File: config.mk
export PLATFORM = sky130hd
export DESIGN_NAME = divider_32bit
export DESIGN_NICKNAME = d
export VERILOG_FILES = /design/src/rtl/div_pkg.sv /design/src/rtl/divider_step.sv /design/src/rtl/full_subtractor.sv /design/src/rtl/divider_32bit.sv
export SDC_FILE = /design/constraint.sdc
export NUM_CORES = 1
export LEC_CHECK = 0
export CAP_MARGIN = 20
export CELL_PAD_IN_SITES_DETAIL_PLACEMENT = 1
export CELL_PAD_IN_SITES_GLOBAL_PLACEMENT = 1
export CORE_ASPECT_RATIO = 1.5
export CORE_UTILIZATION = 46
export CTS_BUF_LIST = sky130_fd_sc_hd__clkbuf_4
export DETAILED_ROUTE_END_ITERATION = 10
export PLACE_DENSITY_LB_ADDON = 0.1
export SETUP_SLACK_MARGIN = 0.1
export SYNTH_ARGS = -nofsm -noshare
export SYNTH_HDL_FRONTEND = slang
export SYNTH_SLANG_ARGS = --single-unit
File: constraint.sdc
create_clock -name I_CLK -period 15.72 [get_ports I_CLK]
set_input_delay 3.144 -clock I_CLK [delete_from_list [all_inputs] [get_ports I_CLK]]
set_output_delay 3.144 -clock I_CLK [all_outputs]
set_load 0.005 [all_outputs]
File: src/rtl/div_pkg.sv
// Shared definitions for the RV32M divide group.
// Used by the divider, the instruction decoder and the hazard unit.
//   div_op_e    : operation encoding carried on I_OP
//   div_state_e : divider FSM states
//   XLEN        : datapath width
//   DIV_ITER    : iterations per normal-path divide
package div_pkg;

   localparam int unsigned XLEN     = 32;
   localparam int unsigned DIV_ITER = 32;

   typedef enum logic [1:0] {
      DIV  = 2'b00,
      DIVU = 2'b01,
      REM  = 2'b10,
      REMU = 2'b11
   } div_op_e;

   typedef enum logic [1:0] {
      IDLE = 2'b00,
      CALC = 2'b01,
      FIX  = 2'b10,
      DONE = 2'b11
   } div_state_e;

   function automatic logic op_is_signed(input div_op_e op);
      return (op == DIV) || (op == REM);
   endfunction

   function automatic logic op_is_rem(input div_op_e op);
      return (op == REM) || (op == REMU);
   endfunction

   // Absolute value for signed operands. 0x80000000 maps onto itself,
   // which is the correct magnitude when read as unsigned.
   function automatic logic [XLEN-1:0] magnitude(input logic [XLEN-1:0] v, input logic sgn);
      return (sgn && v[XLEN-1]) ? (~v + 1'b1) : v;
   endfunction

endpackage

File: src/rtl/divider_step.sv
// Combinational 33-bit trial subtractor for one restoring-division step.
//   minuend_i    : shifted partial remainder {R[31:0], Q[31]}
//   subtrahend_i : zero-extended divisor magnitude
//   diff_o       : trial difference T
//   borrow_o     : 1 when minuend_i < subtrahend_i (quotient bit is 0)
module divider_step
   import div_pkg::*;
(
   input  logic [XLEN:0] minuend_i,
   input  logic [XLEN:0] subtrahend_i,
   output logic [XLEN:0] diff_o,
   output logic          borrow_o
);

   logic [XLEN+1:0] borrow;

   assign borrow[0] = 1'b0;

   for (genvar i = 0; i <= XLEN; i++) begin : g_bit
      full_subtractor u_fs (
         .a_i      (minuend_i[i]),
         .b_i      (subtrahend_i[i]),
         .borrow_i (borrow[i]),
         .diff_o   (diff_o[i]),
         .borrow_o (borrow[i+1])
      );
   end

   assign borrow_o = borrow[XLEN+1];

endmodule

File: src/rtl/full_subtractor.sv
// One-bit full subtractor cell: diff = a - b - borrow_in.
//   a_i, b_i   : operand bits
//   borrow_i   : borrow from the less significant bit
//   diff_o     : difference bit
//   borrow_o   : borrow into the more significant bit
module full_subtractor (
   input  logic a_i,
   input  logic b_i,
   input  logic borrow_i,
   output logic diff_o,
   output logic borrow_o
);

   assign diff_o   = a_i ^ b_i ^ borrow_i;
   assign borrow_o = (~a_i & b_i) | (~(a_i ^ b_i) & borrow_i);

endmodule

File: src/rtl/divider_32bit.sv
// Sequential 32-bit restoring divider for DIV, DIVU, REM and REMU.
// One quotient bit per cycle; divide-by-zero and signed overflow
// short-circuit straight to DONE.
//   I_CLK, I_RST : clock, asynchronous active-high reset
//   I_START      : request, sampled only in IDLE
//   I_OP         : div_op_e encoding, sampled with I_START
//   I_OP_A/B     : dividend / divisor, sampled with I_START
//   O_BUSY       : high whenever the FSM is not in IDLE
//   O_VALID      : one-cycle pulse marking O_Result valid
//   O_Result     : quotient or remainder, held until the next result
module divider_32bit
   import div_pkg::*;
(
   input  logic            I_CLK,
   input  logic            I_RST,
   input  logic            I_START,
   input  logic [1:0]      I_OP,
   input  logic [XLEN-1:0] I_OP_A,
   input  logic [XLEN-1:0] I_OP_B,
   output logic            O_BUSY,
   output logic            O_VALID,
   output logic [XLEN-1:0] O_Result
);

   div_state_e      state_q, state_d;
   div_op_e         op_q, op_d;
   logic [XLEN-1:0] quot_q, quot_d;
   // R[32] is always zero after a step (T < |B| on a non-borrowing
   // step), so only the low 32 bits of the partial remainder are held.
   logic [XLEN-1:0] rem_q, rem_d;
   logic [XLEN-1:0] divisor_q, divisor_d;
   logic [4:0]      cnt_q, cnt_d;
   logic            neg_q_q, neg_q_d;
   logic            neg_r_q, neg_r_d;
   logic [XLEN-1:0] result_q, result_d;
   logic            valid_q, valid_d;

   logic [XLEN:0]   step_min;
   logic [XLEN:0]   step_sub;
   logic [XLEN:0]   step_diff;
   logic            step_borrow;
   logic            unused_step_msb;

   div_op_e         in_op;
   logic            in_signed;
   logic            in_rem;
   logic [XLEN-1:0] quot_fix;
   logic [XLEN-1:0] rem_fix;

   assign step_min        = {rem_q, quot_q[XLEN-1]};
   assign step_sub        = {1'b0, divisor_q};
   assign unused_step_msb = step_diff[XLEN];

   divider_step u_step (
      .minuend_i    (step_min),
      .subtrahend_i (step_sub),
      .diff_o       (step_diff),
      .borrow_o     (step_borrow)
   );

   assign in_op     = div_op_e'(I_OP);
   assign in_signed = op_is_signed(in_op);
   assign in_rem    = op_is_rem(in_op);
   assign quot_fix  = neg_q_q ? (~quot_q + 1'b1) : quot_q;
   assign rem_fix   = neg_r_q ? (~rem_q + 1'b1) : rem_q;

   always_comb begin
      state_d   = state_q;
      op_d      = op_q;
      quot_d    = quot_q;
      rem_d     = rem_q;
      divisor_d = divisor_q;
      cnt_d     = cnt_q;
      neg_q_d   = neg_q_q;
      neg_r_d   = neg_r_q;
      result_d  = result_q;

      unique case (state_q)
         IDLE: begin
            if (I_START) begin
               op_d = in_op;
               if (I_OP_B == '0) begin
                  result_d = in_rem ? I_OP_A : '1;
                  state_d  = DONE;
               end else if (in_signed && (I_OP_A == 32'h8000_0000) && (I_OP_B == '1)) begin
                  result_d = in_rem ? '0 : 32'h8000_0000;
                  state_d  = DONE;
               end else begin
                  quot_d    = magnitude(I_OP_A, in_signed);
                  divisor_d = magnitude(I_OP_B, in_signed);
                  neg_q_d   = in_signed & (I_OP_A[XLEN-1] ^ I_OP_B[XLEN-1]);
                  neg_r_d   = in_signed & I_OP_A[XLEN-1];
                  rem_d     = '0;
                  cnt_d     = '0;
                  state_d   = CALC;
               end
            end
         end
         CALC: begin
            if (!step_borrow) begin
               rem_d  = step_diff[XLEN-1:0];
               quot_d = {quot_q[XLEN-2:0], 1'b1};
            end else begin
               rem_d  = step_min[XLEN-1:0];
               quot_d = {quot_q[XLEN-2:0], 1'b0};
            end
            cnt_d = cnt_q + 5'd1;
            if (cnt_q == 5'(DIV_ITER - 1)) begin
               state_d = FIX;
            end
         end
         FIX: begin
            result_d = op_is_rem(op_q) ? rem_fix : quot_fix;
            state_d  = DONE;
         end
         DONE: begin
            state_d = IDLE;
         end
         default: begin
            state_d = IDLE;
         end
      endcase

      valid_d = (state_d == DONE);
   end

   always_ff @(posedge I_CLK or posedge I_RST) begin
      if (I_RST) begin
         state_q   <= IDLE;
         op_q      <= DIV;
         quot_q    <= '0;
         rem_q     <= '0;
         divisor_q <= '0;
         cnt_q     <= '0;
         neg_q_q   <= 1'b0;
         neg_r_q   <= 1'b0;
         result_q  <= '0;
         valid_q   <= 1'b0;
      end else begin
         state_q   <= state_d;
         op_q      <= op_d;
         quot_q    <= quot_d;
         rem_q     <= rem_d;
         divisor_q <= divisor_d;
         cnt_q     <= cnt_d;
         neg_q_q   <= neg_q_d;
         neg_r_q   <= neg_r_d;
         result_q  <= result_d;
         valid_q   <= valid_d;
      end
   end

   assign O_BUSY   = (state_q != IDLE);
   assign O_VALID  = valid_q;
   assign O_Result = result_q;

endmodule

==> impl_metrics.toml, run 1 <==
[setup_path]
startpoint = "quot_q[31]$_DFFE_PP0P_"
crit_family = "adder cells"
reg2reg_slack_ns = 1.54
critPathCapture = "rem_q[16]$_DFFE_PP0P_"
worstRegToRegCells = 40
crit_fanout = 28
cp-end-kind = "register"
cp_data_required_time_ns = 16.18
critPathBufInv = 5
path_depth = 40
cp-start-kind = "register"
cpPeakStageDelay_ns = 0.46
crit_top_cell = "fa_1"
critPathKind = "reg2reg"
crit_arrival_ns = 14.63
r2r_start = "quot_q[31]$_DFFE_PP0P_"
crit_path_top_delay_cell = "buf_4"
r2r_end = "rem_q[16]$_DFFE_PP0P_"

[run_status]
status = "finished, final reports clean"

[sta]
period_minus_slack_ns = 14.18
period_share_pct = 90.2
setup_viol = 0
final.setup.tns_ns = 0
drv_slew = 0
rsz0062_at_grt = "no"
fmax_ghz = 0.0705
hold_viol_final = 0
fin_skew_ns = 0.0269
slew_headroom_pct = 24.1
tightest_slew_ns = 1.13

[final_layout]
drive_above_1_share_pct = 6.04
final_net_count = 1305
area_growth_pct = 14.0
fin_cells = 1481
final_cell_mix = "139 x dfrtp_1, 113 x nand2_1, 102 x clkdlybuf4s50_1, 86 x o21ai_0, 60 x xnor2_1"
design_area_sq_um = 11500
final_common_cell = "dfrtp_1"
utilization_pct = 53.3
fillCellCount = 2533

[cts]
cts_tree = "yes"
cts_setup_buffers = 0
cts_max_path_buffers = 2
cts_buffers = 17
root_buffer = "clkbuf_4"
path_clk_slew_ns = 0.12
post_cts_resized = 0
cts.sinks = 139
htree_levels = 4
clk_latency_ns = 0.62
cts-hold-fix-buffers = 0

[synth]
synth_top_cell_by_area = "dfrtp_1"
synth_warnings = 0
synth_seq_area_share_pct = 34.4
syn-cell-area_sq_um = 10100
syn_area_per_cell_sq_um = 8.89
synth_area_leaders = "dfrtp_1 34%, fa_1 6.1%, xnor2_1 5.2%"
syn-num-nets = 1247
ys_seq_elements = 139
synth-edff-count = 0
yosysTopAreaCellShare_pct = 34.4
syn-instance-count = 1139
async_flop_share_pct = 100
synth_flop_cell = "dfrtp_1"
synth.distinct_cells = 64

[floorplanning]
die_x_um = 123
initial_utilization_pct = 46.8
core_area_sq_um = 21600
die_h_um = 184
rows = 66
dieArea_sq_um = 22600
io-pin-count = 103

[place]
dp_cells = 1450
io_buffers = 102
finalWeightedCongestion = 0.848
place_area_sq_um = 11300
dp_hpwl_um = 24100

[global_routing]
grt_use_total_pct = 31.2
gr-total-overflow = 0
antenna_found_initial = 1
grt_pass1_wl_um = 53800
gr-usage-met2_pct = 54.1
grt_max_degree = 79
met1_usage_pct = 37.1
met3_usage_pct = 3.72
grt-busiest-layer = "met2"
grt_pass1_vias = 9960

[pwr]
ir_drop_mv = 0.0833
powerDensity_nw_per_um2 = 183
finalPower_mw = 2.11
leakage_nw = 4.51

[route]
vias_per_cell = 6.29
drt_first_pass_iters = 5
wl_per_cell_um = 22.3
drc = 0
ant_nets = 0
detailedRoute.firstIterationViolations = 536
wirelength_um = 33100
vias = 9313

[min_path]
worstHoldPathType = "reg2reg"
holdPathStages = 1

[flow_run]
max_cap_viol_count = 0
synth_stat cells, types with 27 or more instances:
library cell and count:
dfrtp_1 139, nand2_1 113, o21ai_0 86, clkbuf_1 65, inv_1 60, xnor2_1 60, xor2_1 55, nor2_1 52
o22ai_1 50, or3_1 41, a21oi_1 39, mux2i_1 34, o211ai_1 32, fa_1 31, o31ai_1 27
how the worst min path moves through the flow:
stage                        startpoint                        to
3_3_place_gp   O_Result[15]$_DFFE_PP0P_  O_Result[15]$_DFFE_PP0P_
2_1_floorplan  O_Result[15]$_DFFE_PP0P_  O_Result[15]$_DFFE_PP0P_
4_1_cts        O_Result[15]$_DFFE_PP0P_  O_Result[15]$_DFFE_PP0P_
3_5_place_dp   O_Result[15]$_DFFE_PP0P_  O_Result[15]$_DFFE_PP0P_
6_report       O_Result[15]$_DFFE_PP0P_  O_Result[15]$_DFFE_PP0P_
5_1_grt        O_Result[15]$_DFFE_PP0P_  O_Result[15]$_DFFE_PP0P_
power by group:
part           internal, mW  total, mW  leakage, nW  switching, mW
Combinational         0.533       1.18         2.65          0.648
Clock                0.0766      0.215        0.118          0.138
Sequential            0.515      0.716         1.74          0.201
final cells by class:
class	instances	area, sq um	share of cell area (%)
clock inverters	11	81.3	0.705
inverters	60	230	2.00
clock buffers	19	143	1.24
diodes	1	2.50	0.0217
repair buffers	115	1120	9.69
well taps	272	340	2.95
multi-input cells	864	6150	53.3
flip-flops and latches	139	3480	30.1
cells by family after synthesis:
group                    count (synthesis)  synth area share (%)
XOR/XNOR                               115                  9.95
AND/OR/NAND/NOR                        341                  17.4
adder cells (fa/ha/maj)                 39                  7.12
AO/OA/AOI/OAI                          333                  22.4
buffers and inverters                  136                  5.27
flip-flops                             139                  34.4
multiplexers                            36                  3.58
flip-flops by register name, indices dropped and copies added, names as in the netlist, 2 cells and up:
register / flops
divisor_q: 32
rem_q: 32
cnt_q: 5
O_Result: 32
quot_q: 32
state_q: 2
metrics by stage:
step                      hold WS (ns)  setup slack (ns)
after floorplan                  0.474              2.13
after global placement           0.462              1.77
after detailed placement         0.472              1.61
after CTS                        0.499              1.54
after global routing             0.522              1.02
final                            0.494              1.54
routing by layer:
metal	share of wire, %	vias to the layer above	routed length [um]
li1	-	4271	-
met1	41	4709	13500
met2	52	241	17100
met3	3.3	92	1090
met4	4.1	0	1350
met5	0	-	0
(Power assumes the default switching activity.)
==> run 2, diff against run 1 <==
==> constraint.sdc (replaced) <==
create_clock -name I_CLK -period 14.4 [get_ports I_CLK]
set_input_delay 2.88 -clock I_CLK [delete_from_list [all_inputs] [get_ports I_CLK]]
set_output_delay 2.88 -clock I_CLK [all_outputs]
set_load 0.005 [all_outputs]
==> run 2 against run 1 <==
  * Setup slack lost 1.1 ns
  * First-iteration DRC count grew 1.5%
  * Critical path depth grew 1
  * Utilization grew 0.60 points
  * Clock-buffer cell count did not move
  * Non-clock buffer count increased by 5
  * Sequential share of layout area is 0.34 points lower
  * Cell count rose by 0.41%
  * Highest routed layer unchanged
==> impl_metrics.toml, run 2 (synthesis results as in run 1) <==
[floorplanning]
die_x_um = 123
die_h_um = 184
io-pin-count = 103
core_area_sq_um = 21600
dieArea_sq_um = 22600
rows = 66
initial_utilization_pct = 46.8

[min_path]
holdPathEnd = "O_Result[15]$_DFFE_PP0P_"
min-delay-start = "O_Result[15]$_DFFE_PP0P_"
holdPathStages = 1
worstHoldPathType = "reg2reg"

[sta]
holdWs_ns = 0.508
fmax_ghz = 0.0717
drv_slew = 0
hold_viol_final = 0
fin_skew_ns = 0.0175
period_share_pct = 96.9
period_minus_slack_ns = 13.95
setup_viol = 0
tightest_slew_ns = 1.08
slew_headroom_pct = 27.5

[global_routing]
grt_pass1_vias = 9794
grt_pass1_wl_um = 53600
grt_use_total_pct = 31.1
antenna_found_initial = 1
grt_max_degree = 79
gr-total-overflow = 0

[final_layout]
drive_above_1_share_pct = 6.59
design_area_sq_um = 11700
multi_input_area_sq_um = 6150
final_common_cell = "dfrtp_1"
regArea_sq_um = 3480
fillCellCount = 2543
final_cell_mix = "139 x dfrtp_1, 113 x nand2_1, 102 x clkdlybuf4s50_1, 86 x o21ai_0, 60 x xnor2_1"
area_growth_pct = 15.3
fin_cells = 1487
final_net_count = 1310
utilization_pct = 53.9

[setup_path]
crit_fanout = 9
cp-start-kind = "register"
worstRegToRegCells = 41
cp_data_required_time_ns = 14.83
critPathKind = "reg2reg"
crit_arrival_ns = 14.38
r2r_start = "quot_q[31]$_DFFE_PP0P_"
cpPeakStageDelay_ns = 0.43
crit_top_cell = "fa_1"
reg2reg_slack_ns = 0.45
cp-end-kind = "register"
r2r_end = "rem_q[10]$_DFFE_PP0P_"
crit_path_top_delay_cell = "fa_1"

[pwr]
leakage_nw = 4.58
ir_drop_mv = 0.0908
powerDensity_nw_per_um2 = 207

[cts]
root_buffer = "clkbuf_4"
path_clk_slew_ns = 0.13
htree_levels = 4
cts.sinks = 139
cts_max_path_buffers = 2
cts_buffers = 17
cts_tree = "yes"
clk_latency_ns = 0.60

[run_status]
status = "finished, final reports clean"

[route]
drc = 0
vias = 9431
wl_per_cell_um = 22.9
detailedRoute.firstIterationViolations = 544
wirelength_um = 34100
ant_nets = 0
vias_per_cell = 6.34
drt_first_pass_iters = 5

[flow_run]
max_cap_viol_count = 0

[place]
place_area_sq_um = 11300
dp_cells = 1450
io_buffers = 102
finalWeightedCongestion = 0.857
dp_hpwl_um = 24300
[run 2: changes by cell type in the layout (fill, tap and decap cells not counted), sizes merged]
cell	change
clkinv	+2
bufinv	+1
clkinvlp	-2
clkbuf	+2
buf	+3
[run 2: layout make-up]
class                   count  share of cell area [%]
multi-input cells         864                    52.7
well taps                 272                    2.92
flip-flops and latches    139                    29.8
repair buffers            120                    10.5
clock buffers              19                    1.22
diodes                      1                  0.0214
inverters                  60                    1.97
clock inverters            12                   0.911
[run 2: worst max-delay path by stage]
stage | start | end | depth (start not counted)
3_5_place_dp | quot_q[31]$_DFFE_PP0P_ | rem_q[11]$_DFFE_PP0P_ | 40
2_1_floorplan | quot_q[31]$_DFFE_PP0P_ | rem_q[10]$_DFFE_PP0P_ | 40
6_report | quot_q[31]$_DFFE_PP0P_ | rem_q[10]$_DFFE_PP0P_ | 41
4_1_cts | quot_q[31]$_DFFE_PP0P_ | rem_q[11]$_DFFE_PP0P_ | 40
5_1_grt | quot_q[31]$_DFFE_PP0P_ | rem_q[10]$_DFFE_PP0P_ | 41
3_3_place_gp | quot_q[31]$_DFFE_PP0P_ | rem_q[7]$_DFFE_PP0P_ | 40
[run 2: timing repair]
item | 4_1_cts | 5_1_grt
setup buffers | 0 | 2
resized for setup | 0 | 1
endpoints found under the setup margin | 0 | 17
hold buffers | 0 | 0
[run 2: stage by stage]
step           setup WS [ns]  TNS [ns]  total power, mW
3_5_place_dp           0.613         0             2.09
2_1_floorplan          0.814         0             1.64
6_report               0.446         0             2.42
3_3_place_gp           0.855         0             2.02
5_1_grt              -0.0468    -0.250             2.61
4_1_cts                0.553         0             2.34
[run 2: power breakdown]
| group | leakage, nW | switching, mW | internal [mW] | total [mW] |
|---|---|---|---|---|
| clock | 0.139 | 0.152 | 0.102 | 0.254 |
| combinational | 2.70 | 0.746 | 0.634 | 1.38 |
| sequential | 1.74 | 0.224 | 0.562 | 0.786 |
[run 2: routing by layer]
metal | global-route usage, % | part of all wire (%)
met4 | 13.0 | 3.3
met2 | 55.4 | 54
met5 | 0 | 0
met3 | 4.16 | 3.9
met1 | 36.7 | 39
[run 2: critical path, delay by kind of cell, from the launching register on]
| family | cells | cell delay (ns) |
|---|---|---|
| buf+inv | 6 | 0.56 |
| flops | 1 | 0.39 |
| fa+ha+maj | 32 | 12.34 |
| compound gates | 1 | 0.12 |
| simple gates | 1 | 0.15 |
| mux | 1 | 0.23 |
==> run 3, diff against run 2 <==
--- a/config.mk
+++ b/config.mk
@@ -14,6 +14,7 @@
 export DETAILED_ROUTE_END_ITERATION = 10
 export PLACE_DENSITY_LB_ADDON = 0.1
 export SETUP_SLACK_MARGIN = 0.1
+export SLEW_MARGIN = 40
 export SYNTH_ARGS = -nofsm -noshare
 export SYNTH_HDL_FRONTEND = slang
 export SYNTH_SLANG_ARGS = --single-unit
==> run 3 against run 2 <==
  * Clock skew increased by 0.0020 ns
  * Clock-buffer cell count grew 2
  * Cell area hardly changed
  * Largest cell class unchanged
  * Sequential cell count unchanged
  * Via count is 0.47% lower
  * Register-to-register slack better by 0.19 ns
  * Clock power decreased by 2%
  * Sequential share of layout area hardly changed
  * Cell count fell by 0.27%
  * Fmax increased by 1.4%
==> impl_metrics.toml, run 3 (synthesis results as in run 1) <==
[sta]
tightest_slew_ns = 0.824
final.setup.tns_ns = 0
period_minus_slack_ns = 13.76
fmax_ghz = 0.0727
setup_viol = 0
rsz0062_at_grt = "no"
period_share_pct = 95.6
slew_headroom_pct = 44.3
hold_viol_final = 0
layout_setup_ws_ns = 0.639
drv_slew = 0
fin_skew_ns = 0.0194

[floorplanning]
initial_utilization_pct = 46.8
die_x_um = 123
die_h_um = 184
dieArea_sq_um = 22600
core_area_sq_um = 21600
rows = 66
io-pin-count = 103

[route]
ant_nets = 0
vias = 9387
wirelength_um = 33900
drt_first_pass_iters = 5
detailedRoute.firstIterationViolations = 629
drc = 0
wl_per_cell_um = 22.9
vias_per_cell = 6.33

[setup_path]
cp-end-kind = "register"
worstRegToRegCells = 41
startpoint = "quot_q[31]$_DFFE_PP0P_"
crit_top_cell = "fa_1"
cp_data_required_time_ns = 14.84
crit_path_top_delay_cell = "fa_1"
critPathBufInv = 6
critPathCapture = "rem_q[26]$_DFFE_PP0P_"
reg2reg_slack_ns = 0.64
crit_fanout = 9
cp-start-kind = "register"
path_depth = 41
r2r_end = "rem_q[26]$_DFFE_PP0P_"
r2r_start = "quot_q[31]$_DFFE_PP0P_"
crit_family = "adder cells"
critPathKind = "reg2reg"
cpPeakStageDelay_ns = 0.42
crit_arrival_ns = 14.20

[place]
place_area_sq_um = 11300
finalWeightedCongestion = 0.857
dp_hpwl_um = 24300
dp_cells = 1450
dp_slack_ns = 0.614
io_buffers = 102

[final_layout]
area_growth_pct = 15.4
drive_above_1_share_pct = 7.02
regArea_sq_um = 3480
final_cell_mix = "137 x dfrtp_1, 113 x nand2_1, 102 x clkdlybuf4s50_1, 86 x o21ai_0, 60 x xnor2_1"
final_net_count = 1310
multi_input_area_sq_um = 6170
fin_cells = 1483
final_common_cell = "dfrtp_1"
fillCellCount = 2540
design_area_sq_um = 11700

[cts]
cts_buffers = 17
cts_max_path_buffers = 2
cts-hold-fix-buffers = 0
path_clk_slew_ns = 0.13
clk_latency_ns = 0.61
htree_levels = 4
cts.sinks = 139
cts_tree = "yes"
root_buffer = "clkbuf_4"

[global_routing]
grt_pass1_wl_um = 53600
grt_max_degree = 79
antenna_found_initial = 1
grt_use_total_pct = 31.2
gr-total-overflow = 0
grt_pass1_vias = 9768

[min_path]
worstHoldPathType = "reg2reg"

[run_status]
status = "finished, final reports clean"

[pwr]
leakage_nw = 4.57
finalPower_mw = 2.42
ir_drop_mv = 0.0906
powerDensity_nw_per_um2 = 207

[flow_run]
max_cap_viol_count = 0
-- run 3: cell count changes in the layout (fill, tap and decap cells not counted), moves of 2 or more --
cell / change
clkbuf_4: +2
clkinv_1: -2
clkinv_2: -3
dfrtp_1: -2
dfrtp_2: +2
mux2i_1: -2
mux2i_2: +2
-- run 3: per-layer routing --
metal / up-vias / track usage (%) / routed length, um
li1: 4295 / - / -
met1: 4729 / 37.3 / 13500
met2: 280 / 55.0 / 18000
met4: 0 / 13.3 / 1170
met3: 83 / 4.19 / 1320
met5: - / 0 / 0
-- run 3: worst min-delay path by stage --
stage / slack (ns) / cells past startpoint / end / from
after floorplan: 0.47 / 1 / O_Result[15]$_DFFE_PP0P_ / O_Result[15]$_DFFE_PP0P_
after global placement: 0.46 / 1 / O_Result[15]$_DFFE_PP0P_ / O_Result[15]$_DFFE_PP0P_
after detailed placement: 0.48 / 1 / O_Result[15]$_DFFE_PP0P_ / O_Result[15]$_DFFE_PP0P_
after CTS: 0.51 / 1 / O_Result[15]$_DFFE_PP0P_ / O_Result[15]$_DFFE_PP0P_
after global routing: 0.52 / 1 / O_Result[28]$_DFFE_PP0P_ / O_Result[28]$_DFFE_PP0P_
final: 0.51 / 1 / O_Result[15]$_DFFE_PP0P_ / O_Result[15]$_DFFE_PP0P_
-- run 3: where the power goes --
part           switching [mW]  internal [mW]  total, mW
clock                   0.145          0.104      0.249
sequential              0.223          0.562      0.785
combinational           0.748          0.639       1.39
total                    1.12           1.30       2.42
-- run 3: timing repair --
action,4_1_cts,5_1_grt
setup endpoints to repair,0,21
resized for setup,0,4
endpoints found under the hold margin,0,0
setup buffers,0,2
-- run 3: cell type report --
class | instances | area share, %
Clock inverter | 6 | 0.653
Timing Repair Buffer | 120 | 10.5
Inverter | 60 | 1.97
Sequential cell | 139 | 29.8
Clock buffer | 21 | 1.35
Multi-Input combinational cell | 864 | 52.8
Antenna cell | 1 | 0.0214
Tap cell | 272 | 2.91
-- run 3: through the flow --
stage               hold slack, ns  utilization [%]
floorplan                    0.474                -
global placement             0.462             52.3
detailed placement           0.476             52.4
CTS                          0.505             53.5
global route                 0.524             54.0
finish                       0.508             54.0
-- run 3: worst reg2reg max path: cells and delay by family (launching register included) --
family / cells / cell delay (ns)
AOI/OAI and AO/OA: 1 / 0.13
and+or+nand+nor: 1 / 0.15
buffers and inverters: 6 / 0.55
DFF: 1 / 0.40
adders and majority gates: 32 / 12.18
muxes: 1 / 0.23
